`config.mk`:
```
export PLATFORM = sky130hd
export DESIGN_NAME = ble_spi_frame_streamer
export DESIGN_NICKNAME = d
export VERILOG_FILES = /design/src/rtl/ble_spi_frame_streamer.sv
export SDC_FILE = /design/constraint.sdc
export NUM_CORES = 1
export LEC_CHECK = 0
export CAP_MARGIN = 15
export CORE_ASPECT_RATIO = 0.5
export CORE_MARGIN = 5
export CORE_UTILIZATION = 56
export CTS_BUF_LIST = sky130_fd_sc_hd__clkbuf_8
export DETAILED_ROUTE_END_ITERATION = 7
export GPL_ROUTABILITY_DRIVEN = 0
export PLACE_DENSITY = 0.89
export SLEW_MARGIN = 20
export SYNTH_ARGS = -nofsm -noshare
export SYNTH_HDL_FRONTEND = slang
export SYNTH_SLANG_ARGS = --single-unit
```
`constraint.sdc`:
```
create_clock -name clk -period 3.9 [get_ports clk]
set_input_delay 0.78 -clock clk [delete_from_list [all_inputs] [get_ports clk]]
set_output_delay 0.78 -clock clk [all_outputs]
set_load 0.005 [all_outputs]
```
`src/rtl/ble_spi_frame_streamer.sv`:
```
// Latches one encoder frame, streams it byte by byte into SPI_Master under chip
// select, and collects the radio's reply bytes. Reports done, or error on bad length/timeout.
module ble_spi_frame_streamer #(
  parameter int MAX_BYTES       = 18,
  parameter int CS_SETUP_CLKS   = 4,
  parameter int CS_HOLD_CLKS    = 4,
  parameter int INTER_BYTE_CLKS = 0,
  parameter int TIMEOUT         = 2000
) (
  input  logic                   clk,
  input  logic                   reset,
  input  logic [8*MAX_BYTES-1:0] frame_data,
  input  logic [4:0]             frame_len,
  input  logic                   frame_valid,
  output logic [7:0]             spi_tx_byte,
  output logic                   spi_tx_dv,
  input  logic                   spi_tx_ready,
  input  logic                   spi_rx_dv,
  input  logic [7:0]             spi_rx_byte,
  output logic                   spi_cs_n,
  output logic [8*MAX_BYTES-1:0] rx_data,
  output logic [4:0]             rx_count,
  output logic                   busy,
  output logic                   done,
  output logic                   error
);

  localparam int W     = 8 * MAX_BYTES;
  localparam int TMO_W = $clog2(TIMEOUT + 1);

  localparam logic [4:0]       MAX_LEN    = 5'(MAX_BYTES);
  localparam logic [15:0]      SETUP_LAST = 16'(CS_SETUP_CLKS - 1);
  localparam logic [15:0]      HOLD_LAST  = 16'(CS_HOLD_CLKS - 1);
  localparam logic [15:0]      GAP_LAST   = 16'(INTER_BYTE_CLKS - 1);
  localparam logic [TMO_W-1:0] TMO_LAST   = TMO_W'(TIMEOUT - 1);

  typedef enum logic [2:0] {IDLE, CS_SETUP, SEND, WAIT_RX, GAP, CS_HOLD} state_t;

  state_t           state_q, state_d;
  logic [15:0]      cnt_q, cnt_d;
  logic [TMO_W-1:0] tmo_q, tmo_d;
  logic [W-1:0]     shift_q, shift_d;
  logic [W-1:0]     rx_data_q, rx_data_d;
  logic [4:0]       len_q, len_d;
  logic [4:0]       byte_idx_q, byte_idx_d;
  logic [4:0]       rx_count_q, rx_count_d;
  logic [7:0]       tx_byte_q, tx_byte_d;
  logic             tx_dv_q, tx_dv_d;
  logic             cs_n_q, cs_n_d;
  logic             done_q, done_d;
  logic             error_q, error_d;

  always_comb begin
    state_d    = state_q;
    cnt_d      = cnt_q;
    tmo_d      = tmo_q;
    shift_d    = shift_q;
    rx_data_d  = rx_data_q;
    len_d      = len_q;
    byte_idx_d = byte_idx_q;
    rx_count_d = rx_count_q;
    tx_byte_d  = tx_byte_q;
    tx_dv_d    = 1'b0;
    cs_n_d     = cs_n_q;
    done_d     = 1'b0;
    error_d    = 1'b0;

    case (state_q)
      IDLE: begin
        if (frame_valid) begin
          if (frame_len == 5'd0 || frame_len > MAX_LEN) begin
            error_d = 1'b1;
          end else begin
            shift_d    = frame_data;
            len_d      = frame_len;
            rx_data_d  = '0;
            byte_idx_d = '0;
            cnt_d      = '0;
            cs_n_d     = 1'b0;
            state_d    = (CS_SETUP_CLKS == 0) ? SEND : CS_SETUP;
          end
        end
      end
      CS_SETUP: begin
        if (cnt_q == SETUP_LAST) state_d = SEND;
        else                     cnt_d   = cnt_q + 16'd1;
      end
      SEND: begin
        if (spi_tx_ready) begin
          tx_byte_d = shift_q[W-1 -: 8];
          tx_dv_d   = 1'b1;
          shift_d   = {shift_q[W-9:0], 8'h00};
          tmo_d     = '0;
          state_d   = WAIT_RX;
        end
      end
      WAIT_RX: begin
        // A reply landing on the last timeout cycle still counts.
        if (spi_rx_dv) begin
          rx_data_d  = {rx_data_q[W-9:0], spi_rx_byte};
          byte_idx_d = byte_idx_q + 5'd1;
          cnt_d      = '0;
          if (byte_idx_q + 5'd1 == len_q) begin
            if (CS_HOLD_CLKS == 0) begin
              cs_n_d     = 1'b1;
              rx_count_d = len_q;
              done_d     = 1'b1;
              state_d    = IDLE;
            end else begin
              state_d = CS_HOLD;
            end
          end else begin
            state_d = (INTER_BYTE_CLKS == 0) ? SEND : GAP;
          end
        end else if (tmo_q == TMO_LAST) begin
          error_d = 1'b1;
          cs_n_d  = 1'b1;
          state_d = IDLE;
        end else begin
          tmo_d = tmo_q + TMO_W'(1);
        end
      end
      GAP: begin
        if (cnt_q == GAP_LAST) state_d = SEND;
        else                   cnt_d   = cnt_q + 16'd1;
      end
      CS_HOLD: begin
        if (cnt_q == HOLD_LAST) begin
          cs_n_d     = 1'b1;
          rx_count_d = len_q;
          done_d     = 1'b1;
          state_d    = IDLE;
        end else begin
          cnt_d = cnt_q + 16'd1;
        end
      end
      default: state_d = IDLE;
    endcase
  end

  always_ff @(posedge clk or negedge reset) begin
    if (!reset) begin
      state_q    <= IDLE;
      cnt_q      <= '0;
      tmo_q      <= '0;
      shift_q    <= '0;
      rx_data_q  <= '0;
      len_q      <= '0;
      byte_idx_q <= '0;
      rx_count_q <= '0;
      tx_byte_q  <= '0;
      tx_dv_q    <= 1'b0;
      cs_n_q     <= 1'b1;
      done_q     <= 1'b0;
      error_q    <= 1'b0;
    end else begin
      state_q    <= state_d;
      cnt_q      <= cnt_d;
      tmo_q      <= tmo_d;
      shift_q    <= shift_d;
      rx_data_q  <= rx_data_d;
      len_q      <= len_d;
      byte_idx_q <= byte_idx_d;
      rx_count_q <= rx_count_d;
      tx_byte_q  <= tx_byte_d;
      tx_dv_q    <= tx_dv_d;
      cs_n_q     <= cs_n_d;
      done_q     <= done_d;
      error_q    <= error_d;
    end
  end

  assign spi_tx_byte = tx_byte_q;
  assign spi_tx_dv   = tx_dv_q;
  assign spi_cs_n    = cs_n_q;
  assign rx_data     = rx_data_q;
  assign rx_count    = rx_count_q;
  assign busy        = (state_q != IDLE);
  assign done        = done_q;
  assign error       = error_q;

endmodule

```
==> summary.txt <==
largest net degree at the start of global routing - 106
post-synthesis xor/xnor area fraction - 0.913%
setup_tns - 0 ps
Final #Nets - 1870
I/O Buffers - 323
GRT overflow - 0
CP Data Arrival Time - 3450 ps
Placed Instances - 1999
die width - 238 µm
WHS - 169 ps
HP Class - in -> async
Startpoint Class - input pin
cell count after synthesis - 1416
DPL Wire Length - 26800 µm
Post-DRT Antenna Nets - 0
vias in the first global route - 12100
Num CTS Buffers - 48
Setup violations, final - 0
Sw Ratio - 38.0%
Synth top area share - 59.2%
synth warn - 0
Sink Count - 345
Iter 0 DRT Violations - 1502
Worst-path clk slew - 70 ps
ratio of cells with drive above 1 in the final layout - 6.81%
Vias - 12400
R2R Setup Slk - 1140 ps
Adder-Cell Fraction of Synth Area - 0.258%
simple-gate share of the synthesized area - 16.7%
synthesized flop and latch total - 345
Synth area leader - dfrtp_1
I/O pin count - 324
critical path required time - 4340 ps
Post-Route Utilization - 74.7%
leak pwr - 8.38 nW
synth unique cells - 62
worst-margin pin slew - 1010 ps
Starting Density - 57.2%
drt pass-1 iters - 6
clk buf depth - 3
Syn Nets - 1581
Synth Area per Inst - 10.3 µm²
max-cap viol count - 0
Synth area leaders - dfrtp_1 (59%), a22o_1 (8.7%), nand2_1 (8.7%), a31oi_1 (5.9%), nor2_1 (3.9%)
worst rel slew slack - 32.4%
vias per std cell - 5.95
area grow syn2layout - 30.6%
clock power share - 20.6%
Comb power frac - 38.4%
first-pass GRT wire length - 63700 µm
final hold violation count - 0
Max Fclk - 331 MHz
antenna violations before repair - 4
register area share after synthesis - 59.4%
Reg2Reg Launch Point - state_q[2]$_DFFE_PN0P_
DRC violations left - 0
Post-CTS Hold Fix Bufs - 0
Syn Std Cell Area - 14500 µm²
Compound-Gate Fraction of Synth Area - 17.8%
# resized after CTS - 0
Post-CTS Setup Bufs - 0
Setup Crit Path Kind - in -> reg
Final Max Tran Viols - 0
Worst Reg-to-Reg Cells - 6
clk root buf - clkbuf_8
switching power - 5.19 mW
Clock Skew - 22.3 ps
Core Area - 25400 µm²
PwrDens - 719 nW/µm²
largest family of logic cells by synthesized area - compound AO/OA/AOI/OAI gates
Routed wire per std cell - 18.9 µm
CP max FO - 19
die height - 124 µm
die footprint - 29500 µm²
sequential share of power - 41.0%
Clock Latency Late Sink - 570 ps
final WL - 39400 µm
Most used DFF post-synth - dfrtp_1
status - complete, no violations
Row Count - 41
CTS H-Tree Depth - 2
Final Non-Filler Cells - 2080
Max IR drop VDD - 0.459 mV
multiplexer area fraction after synthesis - 1.12%
asr flop ratio synth - 100%
fin crit share - 77.4%
EDFF count, synth - 0
CTS tree - yes
GRT Total Usage - 26.5%
Final Critical Period - 3020 ps
Internal Power - 8.45 mW
R2R Path End - cnt_q[12]$_DFFE_PN0P_
unrepaired setup endpoints after global routing - no
critical path capture point type - flop
## per-layer routing
| layer | up-vias | GRT usage (%) | share of wire, % | routed length (µm) |
|---|---|---|---|---|
| li1 | 5581 | - | - | - |
| met1 | 6122 | 35.3 | 41 | 16000 |
| met2 | 545 | 44.1 | 49 | 19400 |
| met3 | 122 | 4.98 | 6.3 | 2470 |
| met4 | 4 | 10.4 | 3.9 | 1520 |
| met5 | - | 0 | 0.069 | 27 |
## worst max path at each step
stage,cells after the start,end,startpoint,slack (ps)
floorplan,7,cnt_q[14]$_DFFE_PN0P_,frame_len[0],1510
global route,7,cnt_q[12]$_DFFE_PN0P_,frame_len[4],710
CTS,2,busy,state_q[2]$_DFFE_PN0P_,940
detailed placement,7,cnt_q[12]$_DFFE_PN0P_,frame_len[4],340
global placement,7,cnt_q[15]$_DFFE_PN0P_,frame_len[0],500
finish,7,cnt_q[12]$_DFFE_PN0P_,frame_len[4],880
## logic make-up (layout without fill, tap and decap cells)
kind of cell	count (synthesis)	count (layout)
simple gates	575	575
compound gates	350	350
flops	345	345
buf+inv	116	434
mux	15	15
xor+xnor	12	12
fa+ha+maj	3	3
other cells	0	2
## synth_stat cells (9+ instances only)
cell and n:
a31oi_1 137, o31ai_1 9, nand4_1 10, buf_4 11, nand2_1 338, o21ai_0 19, clkbuf_1 46, a21oi_1 16
nor4_1 10, dfrtp_1 344, a22o_1 145, buf_2 47, nor2_1 152, mux2_2 10, nand3_1 14
## through the flow
step	setup WS, ps	area (µm²)	total power, mW
after floorplan	1510	14500	8.88
after global placement	501	18000	10.5
after detailed placement	344	18000	10.8
after CTS	941	19000	13.7
after global routing	707	19000	14.6
final	883	19000	13.6
## final cells by class
| class | instances | area (µm²) |
|---|---|---|
| clock buffer | 61 | 840 |
| timing repair buffer | 347 | 3560 |
| multi-input combinational | 955 | 5380 |
| sequential | 345 | 8630 |
| antenna | 2 | 5.00 |
| fill | 1686 | 6420 |
| clock inverter | 18 | 98.8 |
| inverter | 8 | 30.0 |
| tap | 344 | 430 |
## critical path: stages
cell	delay, ps
clkdlybuf4s50_1	530
nor4_1	530
a221oi_2	200
nor3b_2	880
buf_4	280
nor4_1	80
mux2i_1	160
## power groups by stage
| stage | Combinational (mW) | Sequential, mW | Clock (mW) |
|---|---|---|---|
| after CTS | 5.25 | 5.57 | 2.86 |
| after floorplan | 3.50 | 5.38 | 0 |
| final | 5.24 | 5.59 | 2.81 |
| after detailed placement | 5.21 | 5.62 | 0 |
| after global routing | 5.84 | 5.73 | 3.04 |
| after global placement | 4.99 | 5.55 | 0 |
## placed cells by master (no fill, tap or decap), types with 9 or more instances in the layout
| master | n |
|---|---|
| nor4_1 | 10 |
| clkdlybuf4s50_1 | 322 |
| inv_1 | 21 |
| buf_4 | 13 |
| nor2_1 | 152 |
| o31ai_1 | 9 |
| nand4_1 | 10 |
| nand2_1 | 337 |
| a21oi_1 | 16 |
| dfrtp_1 | 344 |
| clkbuf_8 | 61 |
| buf_12 | 11 |
| mux2_2 | 10 |
| o21ai_0 | 19 |
| a22o_1 | 145 |
| nand3_1 | 14 |
| a31oi_1 | 137 |
## registers in the layout, indices dropped and copies added, names as in the netlist
| signal | flops |
|---|---|
| byte_idx_q | 5 |
| cnt_q | 16 |
| done | 1 |
| error | 1 |
| len_q | 5 |
| rx_count | 5 |
| rx_data | 144 |
| shift_q | 144 |
| spi_cs_n | 1 |
| spi_tx_byte | 8 |
| spi_tx_dv | 1 |
| state_q | 3 |
| tmo_q | 11 |
(Power assumes the default switching activity.)
